<file path="config.mk">
export PLATFORM = sky130hd
export DESIGN_NAME = hazard_ctrl
export DESIGN_NICKNAME = d
export VERILOG_FILES = /design/src/rtl/hazard_ctrl.sv
export SDC_FILE = /design/constraint.sdc
export NUM_CORES = 1
export LEC_CHECK = 0
export ABC_AREA = 1
export CORE_MARGIN = 4
export CORE_UTILIZATION = 50
export DETAILED_ROUTE_END_ITERATION = 10
export DONT_BUFFER_PORTS = 1
export GPL_TIMING_DRIVEN = 0
export PLACE_DENSITY_LB_ADDON = 0.1
export SLEW_MARGIN = 20
export SYNTH_ARGS = -nofsm -noshare
export SYNTH_HDL_FRONTEND = slang
export SYNTH_SLANG_ARGS = --single-unit
</file>
<file path="constraint.sdc">
create_clock -name clk -period 1.95 [get_ports clk]
set_input_delay 0.39 -clock clk [delete_from_list [all_inputs] [get_ports clk]]
set_output_delay 0.39 -clock clk [all_outputs]
set_load 0.02 [all_outputs]
</file>
<file path="src/rtl/hazard_ctrl.sv">
// Hazard and stall controller for the five-stage pipeline: shadow EX/MEM control bits, data-hazard
// detection, branch flush, and a timed ready handshake for multi-cycle data-memory accesses.
module hazard_ctrl #(
  parameter int unsigned MEM_TIMEOUT = 15
) (
  input  logic        clk,
  input  logic        rst,
  input  logic        id_valid,
  input  logic        id_rf_we,
  input  logic [3:0]  id_dst_addr,
  input  logic [3:0]  id_src1_addr,
  input  logic [3:0]  id_src2_addr,
  input  logic        id_src1_used,
  input  logic        id_src2_used,
  input  logic        id_dm_re,
  input  logic        id_dm_we,
  input  logic        branch_taken,
  input  logic        dm_rdy,
  output logic        stall_if_id,
  output logic        bubble_id_ex,
  output logic        flush_if_id,
  output logic        freeze,
  output logic        mem_err,
  output logic [15:0] stall_cnt
);

  localparam logic [7:0] TmoMax = 8'(MEM_TIMEOUT);

  typedef enum logic [1:0] {StIdle, StWait, StAbort} state_e;

  state_e     state_q;
  logic [7:0] tmo_cnt_q;

  logic       ex_vld_q, ex_rf_we_q, ex_dm_re_q, ex_dm_we_q;
  logic [3:0] ex_dst_q;
  logic       mem_vld_q, mem_rf_we_q, mem_dm_re_q, mem_dm_we_q;
  logic [3:0] mem_dst_q;

  logic match1, match2, haz, mem_acc;
  logic freeze_c, flush_c, stall_c, bubble_c;

  always_comb begin
    match1   = (ex_vld_q & ex_rf_we_q & (ex_dst_q == id_src1_addr)) |
               (mem_vld_q & mem_rf_we_q & (mem_dst_q == id_src1_addr));
    match2   = (ex_vld_q & ex_rf_we_q & (ex_dst_q == id_src2_addr)) |
               (mem_vld_q & mem_rf_we_q & (mem_dst_q == id_src2_addr));
    haz      = id_valid & ((id_src1_used & match1) | (id_src2_used & match2));
    mem_acc  = mem_vld_q & (mem_dm_re_q | mem_dm_we_q);
    // The cycle dm_rdy arrives completes the access, so WAIT only freezes while still unready.
    freeze_c = ~dm_rdy & (((state_q == StIdle) & mem_acc) | (state_q == StWait));
    flush_c  = ~freeze_c & branch_taken;
    stall_c  = ~freeze_c & ~branch_taken & haz;
    bubble_c = flush_c | stall_c;
  end

  // Held at zero while reset is asserted, independent of the live inputs.
  always_comb begin
    freeze       = ~rst & freeze_c;
    flush_if_id  = ~rst & flush_c;
    stall_if_id  = ~rst & stall_c;
    bubble_id_ex = ~rst & bubble_c;
  end

  always_ff @(posedge clk or posedge rst) begin
    if (rst) begin
      state_q     <= StIdle;
      tmo_cnt_q   <= 8'd0;
      mem_err     <= 1'b0;
      stall_cnt   <= 16'd0;
      ex_vld_q    <= 1'b0;
      ex_rf_we_q  <= 1'b0;
      ex_dst_q    <= 4'd0;
      ex_dm_re_q  <= 1'b0;
      ex_dm_we_q  <= 1'b0;
      mem_vld_q   <= 1'b0;
      mem_rf_we_q <= 1'b0;
      mem_dst_q   <= 4'd0;
      mem_dm_re_q <= 1'b0;
      mem_dm_we_q <= 1'b0;
    end else begin
      mem_err <= 1'b0;
      unique case (state_q)
        StIdle: begin
          if (mem_acc & ~dm_rdy) begin
            state_q   <= StWait;
            tmo_cnt_q <= 8'd1;
          end
        end
        StWait: begin
          if (dm_rdy) begin
            state_q   <= StIdle;
            tmo_cnt_q <= 8'd0;
          end else if (tmo_cnt_q == TmoMax) begin
            state_q <= StAbort;
            mem_err <= 1'b1;
          end else begin
            tmo_cnt_q <= tmo_cnt_q + 8'd1;
          end
        end
        StAbort: begin
          state_q   <= StIdle;
          tmo_cnt_q <= 8'd0;
        end
        default: begin
          state_q   <= StIdle;
          tmo_cnt_q <= 8'd0;
        end
      endcase

      // An aborted access leaves MEM here too: ABORT never freezes, so MEM is overwritten by EX.
      if (!freeze_c) begin
        mem_vld_q   <= ex_vld_q;
        mem_rf_we_q <= ex_rf_we_q;
        mem_dst_q   <= ex_dst_q;
        mem_dm_re_q <= ex_dm_re_q;
        mem_dm_we_q <= ex_dm_we_q;
        if (bubble_c | ~id_valid) begin
          ex_vld_q   <= 1'b0;
          ex_rf_we_q <= 1'b0;
          ex_dst_q   <= 4'd0;
          ex_dm_re_q <= 1'b0;
          ex_dm_we_q <= 1'b0;
        end else begin
          ex_vld_q   <= 1'b1;
          ex_rf_we_q <= id_rf_we;
          ex_dst_q   <= id_dst_addr;
          ex_dm_re_q <= id_dm_re;
          ex_dm_we_q <= id_dm_we;
        end
      end

      if ((freeze_c | stall_c) && (stall_cnt != 16'hFFFF)) begin
        stall_cnt <= stall_cnt + 16'd1;
      end
    end
  end

endmodule

</file>
==> results of run 1 <==
repair_timing:
action,CTS,global route
hold buffers,1,0
setup buffers,8,2
resized for setup,13,24
endpoints found under the hold margin,14,0
endpoints found under the setup margin,13,13
pin swaps,13,12
worst max-delay path, delay by kind of cell, from the launching register on:
kind | cells | cell delay, ns
DFF | 1 | 0.40
AOI/OAI and AO/OA | 1 | 0.06
and+or+nand+nor | 7 | 0.84
buffers and inverters | 1 | 0.14
logic make-up (layout without fill, tap and decap cells):
group / Yosys count / in the layout
buffers and inverters: 51 / 69
adder cells (fa/ha/maj): 2 / 2
AND/OR/NAND/NOR: 197 / 197
XOR/XNOR: 20 / 20
flip-flops: 43 / 43
AO/OA/AOI/OAI: 28 / 28
report_power, final:
group / total, W / internal (W) / switching (W)
combinational: 0.000346 / 0.000145 / 0.000201
clock: 0.000509 / 0.000239 / 0.000270
sequential: 0.00112 / 0.000977 / 0.000145
synth_stat cells:
master,number
nand2_1,106
dfrtp_1,43
inv_1,41
nand3_1,37
nor2_1,30
o21ai_0,19
xor2_1,13
nor3_1,9
xnor2_1,7
inv_2,6
a21oi_1,4
nand2_2,3
nand2_4,3
buf_2,2
ha_1,2
nand4_1,2
nor2_2,2
o21ai_1,2
o32ai_1,2
a22o_1,1
buf_6,1
clkbuf_1,1
nand3_2,1
nand4_4,1
nor2_8,1
nor4_4,1
or2_2,1
routing by layer:
metal,wire (um),GRT usage,share of wire
met5,0,0,0
met4,36,0.0550,0.0066
met3,332,0.0454,0.061
met2,2690,0.334,0.49
met1,2420,0.262,0.44
metrics by stage:
| step | setup TNS (ns) | power (W) | util | setup slack (ns) |
|---|---|---|---|---|
| finish | -0.160 | 0.00198 | 0.601 | -0.160 |
| global route | -0.311 | 0.00213 | 0.601 | -0.251 |
| CTS | -0.162 | 0.00196 | 0.587 | -0.162 |
| detailed placement | -0.995 | 0.00142 | 0.547 | -0.214 |
| global placement | -0.903 | 0.00141 | 0.543 | -0.181 |
| floorplan | 0 | 0.00134 | - | 0.00817 |
sequential cells by signal, summed over array words and instances, names as in the netlist:
name,flops
ex_dm_we_q,1
tmo_cnt_q,8
ex_vld_q,1
ex_dst_q,4
mem_rf_we_q,1
mem_vld_q,1
mem_dm_re_q,1
ex_rf_we_q,1
state_q,2
mem_dm_we_q,1
mem_dst_q,4
stall_cnt,16
mem_err,1
ex_dm_re_q,1
worst max path at each step:
stage                       startpoint           end  slack [ns]
5_1_grt        ex_dst_q[0]$_DFFE_PP0N_  bubble_id_ex       -0.25
3_3_place_gp   mem_dm_we_q$_DFFE_PP0N_  bubble_id_ex       -0.18
3_5_place_dp   mem_dm_re_q$_DFFE_PP0N_  bubble_id_ex       -0.21
6_report         mem_vld_q$_DFFE_PP0N_  bubble_id_ex       -0.16
4_1_cts        mem_dm_re_q$_DFFE_PP0N_  bubble_id_ex       -0.16
2_1_floorplan  mem_dm_we_q$_DFFE_PP0N_  bubble_id_ex       0.008
cell type report:
type                       count  area, um2
buffer                         4       30.0
clock buffer                   6       72.6
fill                         464       1920
inverter                      47        179
multi-input combinational    247       1350
sequential                    43       1080
tap                           67       83.8
timing repair buffer          12        105
cells in the final DEF, fill, tap and decap left out, drive strengths merged:
| master | instances |
|---|---|
| nor2 | 33 |
| or2 | 1 |
| dlygate4sd3 | 1 |
| o32ai | 2 |
| dfrtp | 43 |
| nand4 | 3 |
| nand3 | 38 |
| clkbuf | 8 |
| nand2 | 112 |
| inv | 47 |
| nor3 | 9 |
| a21oi | 4 |
| xor2 | 13 |
| buf | 13 |
| xnor2 | 7 |
| ha | 2 |
| a22o | 1 |
| nor4 | 1 |
| o21ai | 21 |
==> impl_metrics.json, run 1 <==
{
  "fin_cells": 426,
  "avgSynthCellArea_um2": 7.41,
  "gp_congestion": 0.913,
  "dpl_cell_area_um2": 2640,
  "cts-buffers-inserted": 5,
  "min_path_cells": 1,
  "ios": 43,
  "finalSetupViolCount": 1,
  "ctsHtreeMaxLevel": 2,
  "grt_pass1_wl_mm": 10.1,
  "routedWlPerCell_um": 12.9,
  "core-area_um2": 4820,
  "synth-simple-area-share": 0.355,
  "clk_pin_slew_ns": 0.07,
  "yosysUniqueCellTypes": 27,
  "drv_cap": 0,
  "dieHeight_um": 79.1,
  "hold_ws_ns": 0.210,
  "cts_root_buf": "clkbuf_8",
  "hpwl_mm": 4.08,
  "synth_area_um2": 2530,
  "dieArea_um2": 6250,
  "holdPathEnd": "tmo_cnt_q[7]$_DFFE_PP0P_",
  "hold_viol": 0,
  "min_period_over_period": 1.08,
  "ys_warn_count": 0,
  "io_buffers": 0,
  "synth_top_family_by_area": "simple AND/OR/NAND/NOR gates",
  "first_pass_iters": 4,
  "finClkSkew_ns": 0.00406,
  "startpoint_type": "flop",
  "critPathRequiredTime_ns": 1.56,
  "fin_nets": 384,
  "syn2layout_area_growth_pct": 14.7,
  "netlist.area_leader.share": 0.426,
  "final.min_clock_period_ns": 2.11,
  "cts.path.max_buffers": 2,
  "hold_class": "in -> reg",
  "reg2reg_slack_ns": 0.14,
  "ys_top_cells_by_area": "dfrtp_1, nand2_1, nand3_1",
  "worst_slew_pin_slew_ns": 0.425,
  "viasPerCell": 5.06,
  "reg2reg_depth": 13,
  "tritoncts": "yes",
  "synth_mux_area_frac": 0,
  "p_per_area_nw_per_um2": 683,
  "grt_pass1_vias": 2256,
  "start_util": 0.524,
  "synth_largest_area_cell": "dfrtp_1",
  "final_max_slew_viol_count": 0,
  "worst_slack_ns": -0.160,
  "slew_headroom": 0.714,
  "regToRegStartpoint": "mem_vld_q$_DFFE_PP0N_",
  "power.static_leakage_nw": 1.41,
  "fmax_mhz": 474,
  "vias": 2154,
  "drc": 0,
  "fin_area_um2": 2900,
  "r2r-end": "stall_cnt[8]$_DFFE_PP0P_",
  "yosysSeqAreaShare": 0.426,
  "grt_overflow": 0,
  "antenna_cells": 0,
  "end_kind": "output pin",
  "synth_fp_nets": 365,
  "num_rows": 25,
  "wirelength_mm": 5.48,
  "path_max_fanout": 8,
  "holdCritStartpoint": "dm_rdy",
  "drtAntennaViolNets": 0,
  "critPathKind": "reg -> out",
  "grt_use_total": 0.200,
  "critPathMaxStageDelay_ns": 0.40,
  "violations": "setup timing",
  "outcome": "finished, violations left",
  "worstPathCellList": "buf_4 -> o21ai_2 -> nor2_1 -> nand2_2 -> nand2_8 -> nor2_8 -> nand2_4 -> nor2_4 -> or2_4",
  "rsz0062_at_grt": "yes",
  "synth_compound_area_frac": 0.0599,
  "drt_iter0_markers": 73,
  "syn_inst": 341,
  "insertion_delay_ns": 0.28,
  "irDropWorstVdd_uv": 672,
  "ys_ff_latch": 43,
  "post-place-cells": 409,
  "die_w_um": 79.1,
  "grt_max_degree": 30,
  "drive_gt1_frac": 0.178,
  "crit_slowest_cell": "dfrtp_1",
  "arrival_ns": 1.72,
  "antenna_found_initial": 0,
  "synth_fa_ha_area_frac": 0.00991,
  "cts.sinks": 43,
  "yosys.area_share.xor_xnor": 0.0693
}
No activity file was read; power rests on OpenSTA's default activity.
==> run 2, diff against run 1 <==
SKIP_CTS_REPAIR_TIMING = 1   (was not set)
==> impl_metrics.json, run 2 (synthesized netlist as in run 1, its figures left out) <==
{
  "outcome": "finished, violations left",
  "violations": "setup timing",
  "grtUsageMet2": 0.326,
  "hpwl_mm": 4.08,
  "p_total_w": 0.00198,
  "vias": 2169,
  "p_per_area_nw_per_um2": 682,
  "layout_common_cells": "nand2_1, dfrtp_1, nand3_1, inv_1, nor2_1",
  "insertion_delay_ns": 0.29,
  "core-area_um2": 4820,
  "antenna_cells": 0,
  "fillers": 468,
  "dp_slack_ns": -0.214,
  "crit_slowest_cell": "dfrtp_1",
  "critPathRequiredTime_ns": 1.56,
  "drc": 0,
  "largest_register_ffs": 16,
  "worst_slew_pin_slew_ns": 0.426,
  "num_rows": 25,
  "layout_commonest_cell": "nand2_1",
  "viasPerCell": 5.09,
  "drtAntennaViolNets": 0,
  "start_util": 0.524,
  "dieArea_um2": 6250,
  "rsz0062_at_grt": "yes",
  "grt_pass1_wl_mm": 9.88,
  "hold_class": "in -> reg",
  "grt_use_met3": 0.0465,
  "area.sequential_um2": 1080,
  "fin_area_um2": 2910,
  "drv_cap": 0,
  "grt_overflow": 0,
  "top_register": "stall_cnt",
  "min_path_cells": 1,
  "cts.sinks": 43,
  "cts.path.max_buffers": 2,
  "irDropWorstVdd_uv": 676,
  "reg_top3": "stall_cnt (16), tmo_cnt_q (8)",
  "multiInputGateArea_um2": 1350,
  "ctsHtreeMaxLevel": 2,
  "grt_use_total": 0.197,
  "syn2layout_area_growth_pct": 15.1,
  "path_max_fanout": 10,
  "final.min_clock_period_ns": 2.15,
  "die_w_um": 79.1,
  "grt_busiest_layer": "met2",
  "fin_nets": 384,
  "path_buf_inv": 0,
  "arrival_ns": 1.76,
  "first_pass_iters": 4,
  "worstPathCellList": "o21ai_2 -> nor2_1 -> nand2_2 -> nand2_8 -> nor2_8 -> nand2_4 -> nor2_4 -> or2_4",
  "final_max_slew_viol_count": 0,
  "power.static_leakage_nw": 1.41,
  "gp_congestion": 0.913,
  "path_depth": 8,
  "drt_iter0_markers": 95,
  "startpoint_type": "flop",
  "grt_pass1_vias": 2201,
  "dpl_cell_area_um2": 2640,
  "min_period_over_period": 1.10,
  "tritoncts": "yes",
  "io_buffers": 0,
  "drive_gt1_frac": 0.178,
  "grt_max_degree": 30,
  "critPathMaxStageDelay_ns": 0.40,
  "reg2reg_slack_ns": 0.15,
  "cp_top_family": "simple AND/OR/NAND/NOR gates",
  "cts_root_buf": "clkbuf_8",
  "end_kind": "output pin",
  "use_met1": 0.257,
  "cts-buffers-inserted": 5,
  "worst_slack_ns": -0.200,
  "reg2reg_depth": 11,
  "fmax_mhz": 465,
  "dieHeight_um": 79.1,
  "routedWlPerCell_um": 13.0,
  "critPathKind": "reg -> out",
  "wirelength_mm": 5.55,
  "finalSetupViolCount": 2,
  "slew_headroom": 0.714,
  "antenna_found_initial": 0,
  "clk_pin_slew_ns": 0.07,
  "ios": 43,
  "finClkSkew_ns": 0.00471,
  "hold_viol": 0
}
-- run 2: per-stage QoR --
stage / util / TNS, ns / cells / hold WS, ns
after detailed placement: 0.547 / -0.995 / 409 / 0.268
after CTS: 0.562 / -1.95 / 415 / -0.0483
after global placement: 0.543 / -0.903 / 408 / 0.466
final: 0.604 / -0.212 / 426 / 0.208
after global routing: 0.604 / -0.442 / 426 / 0.214
after floorplan: - / 0 / 341 / 0.453
-- run 2: cell type report --
class | count | area share
flip-flops and latches | 43 | 0.371
plain buffers | 4 | 0.0116
clock buffers | 6 | 0.0250
repair buffers | 12 | 0.0374
inverters | 47 | 0.0615
well taps | 67 | 0.0288
multi-input cells | 247 | 0.464
-- run 2: final timing paths --
path,start,end
max,mem_dm_we_q$_DFFE_PP0N_,bubble_id_ex
min,dm_rdy,tmo_cnt_q[7]$_DFFE_PP0P_
max reg2reg,mem_dm_we_q$_DFFE_PP0N_,stall_cnt[8]$_DFFE_PP0P_
min reg2reg,mem_rf_we_q$_DFFE_PP0N_,mem_rf_we_q$_DFFE_PP0N_
max in group asynchronous,rst,stall_cnt[1]$_DFFE_PP0P_
min in group asynchronous,rst,ex_dst_q[1]$_DFFE_PP0N_
-- run 2: layer usage --
metal | part of all wire | up-vias
met2 | 0.48 | 45
met1 | 0.45 | 1010
met3 | 0.050 | 7
met4 | 0.015 | 0
met5 | 0 | -
li1 | - | 1107
-- run 2: power by group --
part | total, W | switching (W) | internal [W]
clock network | 0.000512 | 0.000273 | 0.000239
registers | 0.00112 | 0.000147 | 0.000976
logic | 0.000348 | 0.000202 | 0.000146
total | 0.00198 | 0.000622 | 0.00136
